$ cat config.mk
export PLATFORM = sky130hd
export DESIGN_NAME = rep_pulse_ctrl_flat
export DESIGN_NICKNAME = d
export VERILOG_FILES = /design/src/rtl/rep_pulse_ctrl_pkg.sv /design/src/rtl/rep_pulse_ctrl_if.sv /design/src/rtl/rep_pulse_ctrl_rise_det.sv /design/src/rtl/rep_pulse_ctrl.sv /design/src/flat_wrapper.sv
export SDC_FILE = /design/constraint.sdc
export NUM_CORES = 1
export LEC_CHECK = 0
export CORE_AREA = 10 10 47 49
export CTS_CLUSTER_SIZE = 20
export DETAILED_ROUTE_END_ITERATION = 12
export DIE_AREA = 0 0 57 59
export PLACE_DENSITY_LB_ADDON = 0.2
export RECOVER_POWER = 50
export REMOVE_ABC_BUFFERS = 1
export SLEW_MARGIN = 20
export SYNTH_ARGS = -nofsm -noshare
export SYNTH_HDL_FRONTEND = slang
export SYNTH_HIERARCHICAL = 1
export SYNTH_SLANG_ARGS = --single-unit
$ cat constraint.sdc
create_clock -name clk -period 1.45 [get_ports clk]
set_input_delay 0.3625 -clock clk [delete_from_list [all_inputs] [get_ports clk]]
set_output_delay 0.3625 -clock clk [all_outputs]
set_load 0.02 [all_outputs]
$ cat src/rtl/rep_pulse_ctrl_pkg.sv
// rep_pulse_pkg: shared types and default parameters for rep_pulse_ctrl.
// Provides the sequencer state enum and default COUNT/TIMEOUT constants.
package rep_pulse_pkg;

    typedef enum logic [1:0] {
        IDLE  = 2'd0,
        ISSUE = 2'd1,
        LAST  = 2'd2
    } state_t;

    localparam int DEF_COUNT   = 3;
    localparam int DEF_TIMEOUT = 16;

endpackage

$ cat src/rtl/rep_pulse_ctrl_if.sv
// rep_pulse_ctrl_if: trigger/ready handshake bundle for rep_pulse_ctrl.
// master: sequencer side (drives beat/last/busy/done/err/beat_cnt).
// slave: trigger source + consumer side (drives trig/ready).
interface rep_pulse_ctrl_if #(
    parameter int CNT_W = 2
);
    logic             trig;
    logic             ready;
    logic             beat;
    logic             last;
    logic             busy;
    logic             done;
    logic             err;
    logic [CNT_W-1:0] beat_cnt;

    modport master (
        input  trig, ready,
        output beat, last, busy, done, err, beat_cnt
    );

    modport slave (
        output trig, ready,
        input  beat, last, busy, done, err, beat_cnt
    );
endinterface

$ cat src/rtl/rep_pulse_ctrl_rise_det.sv
// rise_det: registers the trigger and flags its rising edge.
// Ports: clk, rst_n (async active-low), trig in, rise out (comb).
module rise_det (
    input  logic clk,
    input  logic rst_n,
    input  logic trig,
    output logic rise
);
    logic trig_q;

    always_ff @(posedge clk or negedge rst_n) begin
        if (!rst_n) trig_q <= 1'b0;
        else        trig_q <= trig;
    end

    assign rise = trig & ~trig_q;
endmodule

$ cat src/rtl/rep_pulse_ctrl.sv
// rep_pulse_ctrl: on a trig rise, issues COUNT ready-gated beats then one last/done.
// Ports: clk, rst_n (async active-low), bus (rep_pulse_ctrl_if.master).
// Optional REP_PULSE_CTRL_TIMEOUT_EN: abort with err after TIMEOUT beatless cycles.
module rep_pulse_ctrl
    import rep_pulse_pkg::*;
#(
    parameter int COUNT   = DEF_COUNT,
    parameter int CNT_W   = $clog2(COUNT + 1),
    parameter int TIMEOUT = DEF_TIMEOUT
) (
    input  logic              clk,
    input  logic              rst_n,
    rep_pulse_ctrl_if.master  bus
);
    state_t           state, state_n;
    logic             rise;
    logic             beat_c;
    logic             last_c;
    logic             err_c;
    logic [CNT_W-1:0] cnt;
    logic             final_beat;

    rise_det u_rise (
        .clk   (clk),
        .rst_n (rst_n),
        .trig  (bus.trig),
        .rise  (rise)
    );

    assign final_beat = (cnt == CNT_W'(COUNT - 1));

`ifdef REP_PULSE_CTRL_TIMEOUT_EN
    localparam int IDL_W = $clog2(TIMEOUT + 1);
    logic [IDL_W-1:0] idle_cnt;
    logic             idle_hit;

    // Counts consecutive beatless ISSUE cycles; restarts outside ISSUE.
    always_ff @(posedge clk or negedge rst_n) begin
        if (!rst_n)                        idle_cnt <= '0;
        else if (state != ISSUE || beat_c) idle_cnt <= '0;
        else                               idle_cnt <= idle_cnt + 1'b1;
    end

    assign idle_hit = (idle_cnt == IDL_W'(TIMEOUT - 1));
`endif

    always_ff @(posedge clk or negedge rst_n) begin
        if (!rst_n) state <= IDLE;
        else        state <= state_n;
    end

    always_comb begin
        state_n = state;
        beat_c  = 1'b0;
        last_c  = 1'b0;
        err_c   = 1'b0;
        unique case (state)
            IDLE: begin
                if (rise) state_n = ISSUE;
            end
            ISSUE: begin
                beat_c = bus.ready;
                if (beat_c && final_beat) begin
                    state_n = LAST;
                end
`ifdef REP_PULSE_CTRL_TIMEOUT_EN
                else if (!beat_c && idle_hit) begin
                    err_c   = 1'b1;
                    state_n = IDLE;
                end
`endif
            end
            LAST: begin
                last_c  = 1'b1;
                state_n = IDLE;
            end
            default: state_n = IDLE;
        endcase
    end

    // Cleared only when a burst starts, so the final count stays visible in IDLE.
    always_ff @(posedge clk or negedge rst_n) begin
        if (!rst_n)                    cnt <= '0;
        else if (state == IDLE && rise) cnt <= '0;
        else if (beat_c)               cnt <= cnt + 1'b1;
    end

    assign bus.beat     = beat_c;
    assign bus.last     = last_c;
    assign bus.done     = last_c;
    assign bus.err      = err_c;
    assign bus.busy     = (state != IDLE);
    assign bus.beat_cnt = cnt;
endmodule

$ cat src/flat_wrapper.sv
// flat-port wrapper written by rule: the top's interface ports become plain ports
module rep_pulse_ctrl_flat import rep_pulse_pkg::*;
#(
    parameter int COUNT   = DEF_COUNT,
    parameter int CNT_W   = $clog2(COUNT + 1),
    parameter int TIMEOUT = DEF_TIMEOUT
)
  (clk, rst_n, bus_trig, bus_ready, bus_beat, bus_last, bus_busy, bus_done, bus_err, bus_beat_cnt);
  rep_pulse_ctrl_if #(.CNT_W(CNT_W)) bus_i ();
  input  logic clk;
  input  logic rst_n;
  input wire logic [$bits(bus_i.trig)-1:0] bus_trig;
  input wire logic [$bits(bus_i.ready)-1:0] bus_ready;
  output wire logic [$bits(bus_i.beat)-1:0] bus_beat;
  output wire logic [$bits(bus_i.last)-1:0] bus_last;
  output wire logic [$bits(bus_i.busy)-1:0] bus_busy;
  output wire logic [$bits(bus_i.done)-1:0] bus_done;
  output wire logic [$bits(bus_i.err)-1:0] bus_err;
  output wire logic [$bits(bus_i.beat_cnt)-1:0] bus_beat_cnt;
  assign bus_i.trig = bus_trig;
  assign bus_i.ready = bus_ready;
  assign bus_beat = bus_i.beat;
  assign bus_last = bus_i.last;
  assign bus_busy = bus_i.busy;
  assign bus_done = bus_i.done;
  assign bus_err = bus_i.err;
  assign bus_beat_cnt = bus_i.beat_cnt;
  rep_pulse_ctrl #(.COUNT(COUNT), .CNT_W(CNT_W), .TIMEOUT(TIMEOUT)) u_core (.clk(clk), .rst_n(rst_n), .bus(bus_i));
endmodule
==> results of run 1 <==
[synthesized netlist by cell type (all sizes together)]
master and n:
and2 1, and2b 1, and3b 1, buf 2, conb 1, dfrtp 5, ha 1, inv 2
nand2 1, nand3 1, nand3b 1, nand4bb 2, nor2 1, nor2b 1, o211ai 1, o21ba 1
o221ai 1, or2 1
[sequential cells by signal, summed over array words and instances (netlist names)]
name                  count
u_core/u_rise/trig_q      1
u_core/state              2
u_core/bus.beat_cnt       2
[power groups by stage]
stage                     Combinational (mW)  Sequential [mW]  Clock [mW]
after floorplan                        0.223            0.268           0
after global placement                 0.454            0.228           0
after detailed placement               0.464            0.230           0
after CTS                              0.499            0.224       0.171
after global routing                   0.537            0.235       0.186
final                                  0.489            0.223       0.161
[routing by layer]
layer / global-route usage (%) / vias up / wire length [um]
met3: 4.08 / 0 / 36
met2: 7.60 / 5 / 372
li1: - / 118 / -
met1: 4.78 / 117 / 292
met4: 3.02 / 0 / 0
met5: 0 / - / 0
[repair_timing]
item,in CTS,in global routing
cloned,0,0
gates resized for setup,25,0
pin swaps,0,0
buffers inserted,3,0
endpoints found under the setup margin,6,1
[worst max-delay path, cell delays in order]
cell and delay [ps]:
clkdlybuf4s50_1 470, and3b_2 180, buf_6 110
[kinds of logic after synthesis]
kind of cell | share of synthesized area (%)
AO/OA/AOI/OAI | 14.8
other | 1.27
AND/OR/NAND/NOR | 29.7
flip-flops | 42.4
adder cells (fa/ha/maj) | 4.24
buffers and inverters | 7.63
[through the flow]
step           util, %  std cells  instance area [um^2]
6_report          32.8         58                   459
5_1_grt           32.8         58                   459
4_1_cts           32.8         58                   459
3_5_place_dp      29.5         51                   413
3_3_place_gp      29.5         51                   413
2_1_floorplan        -         23                   280
[final cells by class]
| class | instances | area share [%] |
|---|---|---|
| inverters | 2 | 1.63 |
| clock buffers | 4 | 5.72 |
| repair buffers | 15 | 28.1 |
| well taps | 16 | 4.36 |
| flip-flops and latches | 5 | 27.5 |
| multi-input cells | 16 | 32.7 |
[worst paths after layout]
path                                              from                endpoint  slack, ps  depth (start not counted)
worst max-delay path                         bus_ready                bus_beat        -40                          3
worst min-delay path                             rst_n    u_core/u_rise/trig_q        430                          1
worst max register to register  u_core/bus.beat_cnt[1]  u_core/bus.beat_cnt[1]        330                          4
worst min register to register         u_core/state[1]         u_core/state[1]        580                          2
max in group asynchronous                        rst_n         u_core/state[1]        800                          1
min in group clk                       u_core/state[1]         u_core/state[1]        580                          2
==> results.ini, run 1 <==
[sta]
tns_ps=-39.8
fin_worst_skew_ps=1.69
fin_ws_ps=-39.8
hold_viol_final=0
rsz0062_at_grt=true
timing.final.crit_period_ps=1490
clock.fmax_mhz=671
setup_violations=1
whs_ps=426
post-route-period-util_pct=103
final_max_slew_viol_count=0

[critical_path]
cp-start-kind=input port
cp-end-kind=primary output
critPathMaxFanout=2
crit_type=input port to primary output
cp.required_ps=1090
crit_arrival_ps=1130

[power]
p_sw_share_pct=35.9
internal_power_mw=0.559
power_switching_mw=0.313
p_per_area_nw_per_um2=1900
power_frac_comb_pct=56.0
p_clk_share_pct=18.4
total_power_mw=0.873
peakVddDrop_mv=0.645
p_leak_nw=0.223
power.share.sequential_pct=25.6

[routing]
via_count=240
wl_per_cell_um=12.1
drtPass1Iterations=1
drt_iter0_markers=0
wl_um=701
avgViaCountPerCell=4.14
ant_nets=0
route.detailed.drc=0

[clock_tree]
path_clk_slew_ps=40
htreeDepth=1
clk_latency_ps=240
cts_tree=built
clock_tree.root_cell=clkbuf_4
clock_sinks=5
numCtsBuffers=3
cts_hold_buf=0
cts_buffer_depth=2

[synthesis]
synth.avg_cell_area_um2=11.8
yosysTopAreaCellShare_pct=42.4
syn_inst=25
ys_seq_area_share_pct=42.4
syn-cell-area_um2=295
ys_ff_latch=5
synth_warnings=6
ys_types=18
synth_area_leaders=dfrtp_1 42%, nand4bb_1 7.6%, o21ba_4 5.5%
synthDominantAreaCellType=dfrtp_1

[run]
cap_violations=0

[global_routing]
grt_overflow=0
grt_start_max_net_pins=7
grt_pass1_vias=278
antenna_found_initial=0
grtUsageTotal_pct=5.07
grt_pass1_wl_mm=1.25

[cells_and_area]
fin_nets=48
final_common_cell=buf_4
final_cell_mix=5 x buf_4, 4 x dfrtp_1, 3 x clkbuf_4, 3 x buf_6
syn2layout_area_growth_pct=55.5
insertedDiodeCount=0
multi_input_area_um2=150
regArea_um2=126
layout-drive-gt1-share_pct=50.0
fill_cells=165

[outcome]
failed_checks=setup timing
status=finished with violations

[place]
hpwl_um=545
place_ws_ps=-524
numPortBuffers=9
gp_congestion=0.779

[die]
io_pins=11
coreArea_um2=1400
die_area_um2=3360
row_count=14
chipHeight_um=59
die_x_um=57
start_util_pct=21.1

[hold_path]
hp-class=input port to async pin

(Power assumes the default switching activity.)
==> inputs of run 2 (changes only) <==
==> constraint.sdc (replaced) <==
create_clock -name clk -period 1.45 [get_ports clk]
set_input_delay 0.3625 -clock clk [delete_from_list [all_inputs] [get_ports clk]]
set_output_delay 0.3625 -clock clk [all_outputs]
set_load 0.05 [all_outputs]
==> run 2 against run 1 <==
Non-clock buffer count is 4 lower; highest routed layer is now met4; sequential share of layout area decreased by 1.7 points; the run still ends with setup timing left; first-iteration DRC count is the same; clock skew increased by 4.9 ps.
==> results.ini, run 2 (same netlist as run 1, synthesis figures left out) <==
[routing]
wl_per_cell_um=11.7  ; was 12.1 um
wl_um=631  ; was 701 um
drtPass1Iterations=1  ; unchanged
route.detailed.drc=0  ; unchanged
ant_nets=0  ; unchanged
avgViaCountPerCell=4.15  ; was 4.14
drt_iter0_markers=0  ; unchanged
via_count=224  ; was 240

[clock_tree]
cts_tree=built  ; unchanged
clock_sinks=5  ; unchanged
cts_buffer_depth=2  ; unchanged
path_clk_slew_ps=50  ; was 40 ps
numCtsBuffers=3  ; unchanged
clock_tree.root_cell=clkbuf_4  ; unchanged
cts_hold_buf=0  ; unchanged
htreeDepth=1  ; unchanged
clk_latency_ps=250  ; was 240 ps

[cells_and_area]
insertedDiodeCount=0  ; unchanged
final_cell_mix=5 x buf_12, 4 x dfrtp_1, 3 x clkbuf_4  ; was 5 x buf_4, 4 x dfrtp_1, 3 x clkbuf_4, 3 x buf_6
fill_cells=147  ; was 165
final_common_cell=buf_12  ; was buf_4
syn2layout_area_growth_pct=65.7  ; was 55.5%
fin_nets=44  ; was 48
layout-drive-gt1-share_pct=50.0  ; unchanged
finish.instance_area_um2=489  ; was 459 um^2
finish.utilization_pct=34.9  ; was 32.8%

[power]
internal_power_mw=0.629  ; was 0.559 mW
peakVddDrop_mv=0.578  ; was 0.645 mV
power.share.sequential_pct=23.0  ; was 25.6%
p_clk_share_pct=15.2  ; was 18.4%
p_leak_nw=0.218  ; was 0.223 nW
total_power_mw=1.08  ; was 0.873 mW
power_frac_comb_pct=61.8  ; was 56.0%
p_per_area_nw_per_um2=2210  ; was 1900 nW/um^2
power_switching_mw=0.453  ; was 0.313 mW
p_sw_share_pct=41.9  ; was 35.9%

[global_routing]
grt_pass1_wl_mm=1.06  ; was 1.25 mm
grt_pass1_vias=234  ; was 278
grt_start_max_net_pins=8  ; was 7
antenna_found_initial=0  ; unchanged
grt_overflow=0  ; unchanged
grtUsageTotal_pct=4.24  ; was 5.07%

[sta]
rsz0062_at_grt=true  ; unchanged
setup_violations=3  ; was 1
fin_worst_skew_ps=6.57  ; was 1.69 ps
fin_ws_ps=-1.71  ; was -39.8 ps
hold_viol_final=0  ; unchanged
timing.final.crit_period_ps=1450  ; was 1490 ps
final_max_slew_viol_count=0  ; unchanged
post-route-period-util_pct=100  ; was 103%
clock.fmax_mhz=689  ; was 671 MHz

[place]
place_ws_ps=-89.3  ; was -524 ps
numPortBuffers=9  ; unchanged
hpwl_um=502  ; was 545 um
place_area_um2=453  ; was 413 um^2
gp_congestion=0.821  ; was 0.779

[critical_path]
cp.required_ps=1090  ; about the same
crit_chain=and2b_2, buf_12  ; was clkdlybuf4s50_1, and3b_2, buf_6
critPathMaxFanout=7  ; was 2
crit_family=flip-flops  ; was buffers and inverters
worst_path_largest_cell_delay_ps=440  ; was 470 ps
cp_slowest_cell=dfrtp_2  ; was clkdlybuf4s50_1
cp-end-kind=primary output  ; unchanged
cp-start-kind=flip-flop  ; was input port
crit_buf_inv=1  ; was 2
crit_type=flip-flop to primary output  ; was input port to primary output
crit_arrival_ps=1090  ; was 1130 ps

[die]
start_util_pct=21.1  ; unchanged
die_area_um2=3360  ; unchanged
coreArea_um2=1400  ; unchanged
die_x_um=57  ; unchanged
chipHeight_um=59  ; unchanged
row_count=14  ; unchanged
io_pins=11  ; unchanged

[run]
cap_violations=0  ; unchanged

[hold_path]
hp-class=input port to async pin  ; unchanged

[outcome]
failed_checks=setup timing  ; unchanged
status=finished with violations  ; unchanged

==> run 2: path summary, 6_finish.rpt <==
kind	cells past startpoint	end	slack (ps)	startpoint
worst min-delay path	1	u_core/u_rise/trig_q	410	rst_n
worst max register to register	4	u_core/bus.beat_cnt[1]	310	u_core/bus.beat_cnt[0]
min in group clk	1	u_core/state[1]	520	u_core/state[1]
worst min register to register	1	u_core/state[1]	520	u_core/state[1]
max in group asynchronous	1	u_core/state[1]	820	rst_n
worst max-delay path	2	bus_last	-2	u_core/state[1]
==> run 2: per-layer routing <==
| layer | part of all wire, % | global-route usage, % | vias to the layer above |
|---|---|---|---|
| li1 | - | - | 110 |
| met1 | 44 | 4.17 | 105 |
| met2 | 47 | 5.89 | 7 |
| met3 | 6.5 | 2.79 | 2 |
| met4 | 2.4 | 4.03 | 0 |
| met5 | 0 | 0 | - |
==> run 2: power by group through the flow <==
stage          Combinational, mW  Sequential (mW)  Clock [mW]
2_1_floorplan              0.291            0.326           0
3_5_place_dp               0.644            0.250           0
4_1_cts                    0.680            0.251       0.173
6_report                   0.668            0.249       0.164
3_3_place_gp               0.639            0.248           0
5_1_grt                    0.703            0.261       0.178
==> run 2: area by class of cell <==
cell class              instances  area, um^2  area share, %
inverters                       2        7.51           1.53
clock buffers                   4        26.3           5.37
repair buffers                 11         159           32.5
multi-input cells              16         150           30.7
well taps                      16        20.0           4.09
flip-flops and latches          5         126           25.8
==> run 2: worst reg2reg max path: cells and delay by family (launching register included) <==
kind,cells,cell delay [ps]
buffers and inverters,1,90
adders and majority gates,1,290
AOI/OAI and AO/OA,1,70
DFF,1,410
and+or+nand+nor,1,200
==> run 2: timing repair <==
item                                    in CTS  in global routing
cloned                                       0                  0
gates resized for setup                      5                  0
setup buffers                                0                  0
endpoints found under the setup margin       4                  4
==> run 2: through the flow <==
stage          setup TNS (ps)  hold slack, ps  instances
2_1_floorplan               0            66.9         23
3_3_place_gp            -84.3             529         50
3_5_place_dp            -89.3             562         50
4_1_cts                 -54.1             343         54
5_1_grt                  -120             432         54
6_report                -3.47             410         54
==> inputs of run 3 (changes only) <==
==> constraint.sdc (replaced) <==
create_clock -name clk -period 1.45 [get_ports clk]
set_input_delay 0.29 -clock clk [delete_from_list [all_inputs] [get_ports clk]]
set_output_delay 0.29 -clock clk [all_outputs]
set_load 0.05 [all_outputs]
==> run 3 against run 2 <==
Die area unchanged; global-route usage grew 0.49 points; first-iteration DRC count up 2; critical path type unchanged; final cell count is 3.7% higher; worst hold slack worse by 77 ps; setup slack improved by 65 ps; via count is 4.0% higher; the run now ends clean; sequential power is 2% higher.
==> results.ini, run 3 (same netlist as run 1, synthesis figures left out) <==
[power]
power_switching_mw=0.465  ; was 0.453 mW
power.share.sequential_pct=22.9  ; was 23.0%
p_leak_nw=0.224  ; was 0.218 nW
p_per_area_nw_per_um2=2210  ; about the same
p_sw_share_pct=42.1  ; was 41.9%
power_frac_comb_pct=62.3  ; was 61.8%
p_clk_share_pct=14.8  ; was 15.2%
internal_power_mw=0.640  ; was 0.629 mW
peakVddDrop_mv=0.709  ; was 0.578 mV

[routing]
ant_nets=0  ; unchanged
route.detailed.drc=0  ; unchanged
drtPass1Iterations=2  ; was 1
drt_iter0_markers=2  ; was 0
avgViaCountPerCell=4.16  ; was 4.15
wl_per_cell_um=12.7  ; was 11.7 um
via_count=233  ; was 224
wl_um=710  ; was 631 um

[cells_and_area]
finish.utilization_pct=35.7  ; was 34.9%
fin_cells=56  ; was 54
final_cell_mix=5 x buf_12, 4 x buf_4, 3 x clkbuf_4, 3 x dfrtp_1  ; was 5 x buf_12, 4 x dfrtp_1, 3 x clkbuf_4
fin_nets=46  ; was 44
multi_input_area_um2=144  ; was 150 um^2
finish.instance_area_um2=500  ; was 489 um^2
final_common_cell=buf_12  ; unchanged
regArea_um2=128  ; was 126 um^2
fill_cells=151  ; was 147
insertedDiodeCount=0  ; unchanged
syn2layout_area_growth_pct=69.5  ; was 65.7%
layout-drive-gt1-share_pct=52.5  ; was 50.0%

[sta]
clock.fmax_mhz=721  ; was 689 MHz
final_max_slew_viol_count=0  ; unchanged
tns_ps=0  ; was -3.47 ps
setup_violations=0  ; was 3
post-route-period-util_pct=95.7  ; was 100%
rsz0062_at_grt=false  ; was true
fin_ws_ps=62.8  ; was -1.71 ps
timing.final.crit_period_ps=1390  ; was 1450 ps
fin_worst_skew_ps=1.38  ; was 6.57 ps
hold_viol_final=0  ; unchanged

[clock_tree]
clock_tree.root_cell=clkbuf_4  ; unchanged
numCtsBuffers=3  ; unchanged
clock_sinks=5  ; unchanged
path_clk_slew_ps=40  ; was 50 ps
cts_tree=built  ; unchanged
htreeDepth=1  ; unchanged
clk_latency_ps=250  ; about the same
cts_hold_buf=0  ; unchanged
cts_buffer_depth=2  ; unchanged

[place]
numPortBuffers=9  ; unchanged
gp_congestion=0.787  ; was 0.821
dp.cells=49  ; was 50
place_ws_ps=56.8  ; was -89.3 ps
place_area_um2=445  ; was 453 um^2

[global_routing]
grtUsageTotal_pct=4.73  ; was 4.24%
grt_pass1_wl_mm=1.08  ; was 1.06 mm
grt_start_max_net_pins=8  ; unchanged
antenna_found_initial=0  ; unchanged
grt_overflow=0  ; unchanged
grt_pass1_vias=252  ; was 234

[run]
cap_violations=0  ; unchanged

[die]
io_pins=11  ; unchanged
coreArea_um2=1400  ; unchanged
die_area_um2=3360  ; unchanged
die_x_um=57  ; unchanged
start_util_pct=21.1  ; unchanged
chipHeight_um=59  ; unchanged
row_count=14  ; unchanged

[critical_path]
crit_arrival_ps=1100  ; was 1090 ps
crit_type=flip-flop to primary output  ; unchanged
reg2reg_depth=4  ; unchanged
r2r-end=u_core/bus.beat_cnt[1]  ; unchanged
cp-start-kind=flip-flop  ; unchanged
r2r_slack_ps=300  ; was 310 ps
critPathMaxFanout=5  ; was 7
cp.required_ps=1160  ; was 1090 ps
worstReg2RegStart=u_core/bus.beat_cnt[0]  ; unchanged
cp-end-kind=primary output  ; unchanged

[hold_path]
hp-class=input port to async pin  ; unchanged

[outcome]
status=complete, no violations  ; was finished with violations

## run 3: changes by cell type in the layout (fill, tap and decap cells not counted)
cell             before  now
buf_4                 2    4
clkdlybuf4s50_1       0    1
dfrtp_1               4    3
dfrtp_2               1    2
dlygate4sd2_1         1    0
o21ba_1               0    1
o21ba_4               1    0
## run 3: worst max-delay path by stage
stage | start | end
2_1_floorplan | u_core/bus.beat_cnt[0] | u_core/bus.beat_cnt[1]
3_3_place_gp | bus_ready | bus_beat
3_5_place_dp | bus_ready | bus_beat
4_1_cts | u_core/state[0] | bus_busy
5_1_grt | u_core/state[0] | bus_last
6_report | u_core/state[0] | bus_last
## run 3: metal layers
layer	wire [um]	track usage, %	vias up
li1	-	-	113
met1	273	3.60	108
met2	326	6.51	8
met3	87	5.36	4
met4	23	4.03	0
met5	0	0	-
## run 3: worst max-delay path: stages (launching register included)
cell	delay [ps]
dfrtp_2	430
and2b_2	280
buf_12	140
## run 3: power by group through the flow
stage / Sequential (mW) / Combinational (mW) / Clock, mW
2_1_floorplan: 0.326 / 0.291 / 0
5_1_grt: 0.264 / 0.723 / 0.186
4_1_cts: 0.256 / 0.684 / 0.171
3_5_place_dp: 0.270 / 0.614 / 0
3_3_place_gp: 0.266 / 0.599 / 0
6_report: 0.254 / 0.689 / 0.163
## run 3: stage by stage
stage | total power [mW] | hold WS, ps
floorplan | 0.617 | -5.59
global placement | 0.864 | 527
detailed placement | 0.884 | 526
CTS | 1.11 | 262
global route | 1.17 | 338
finish | 1.11 | 333
## run 3: area by class of cell
cell class                      count  area share [%]
Timing Repair Buffer               13            35.0
Sequential cell                     5            25.5
Multi-Input combinational cell     16            28.7
Tap cell                           16            4.00
Clock buffer                        4            5.25
Inverter                            2            1.50
## run 3: timing repair
action / 4_1_cts / 5_1_grt
buffers inserted: 2 / 1
pin swaps: 0 / 0
setup endpoints to repair: 4 / 1
gates resized for setup: 3 / 2
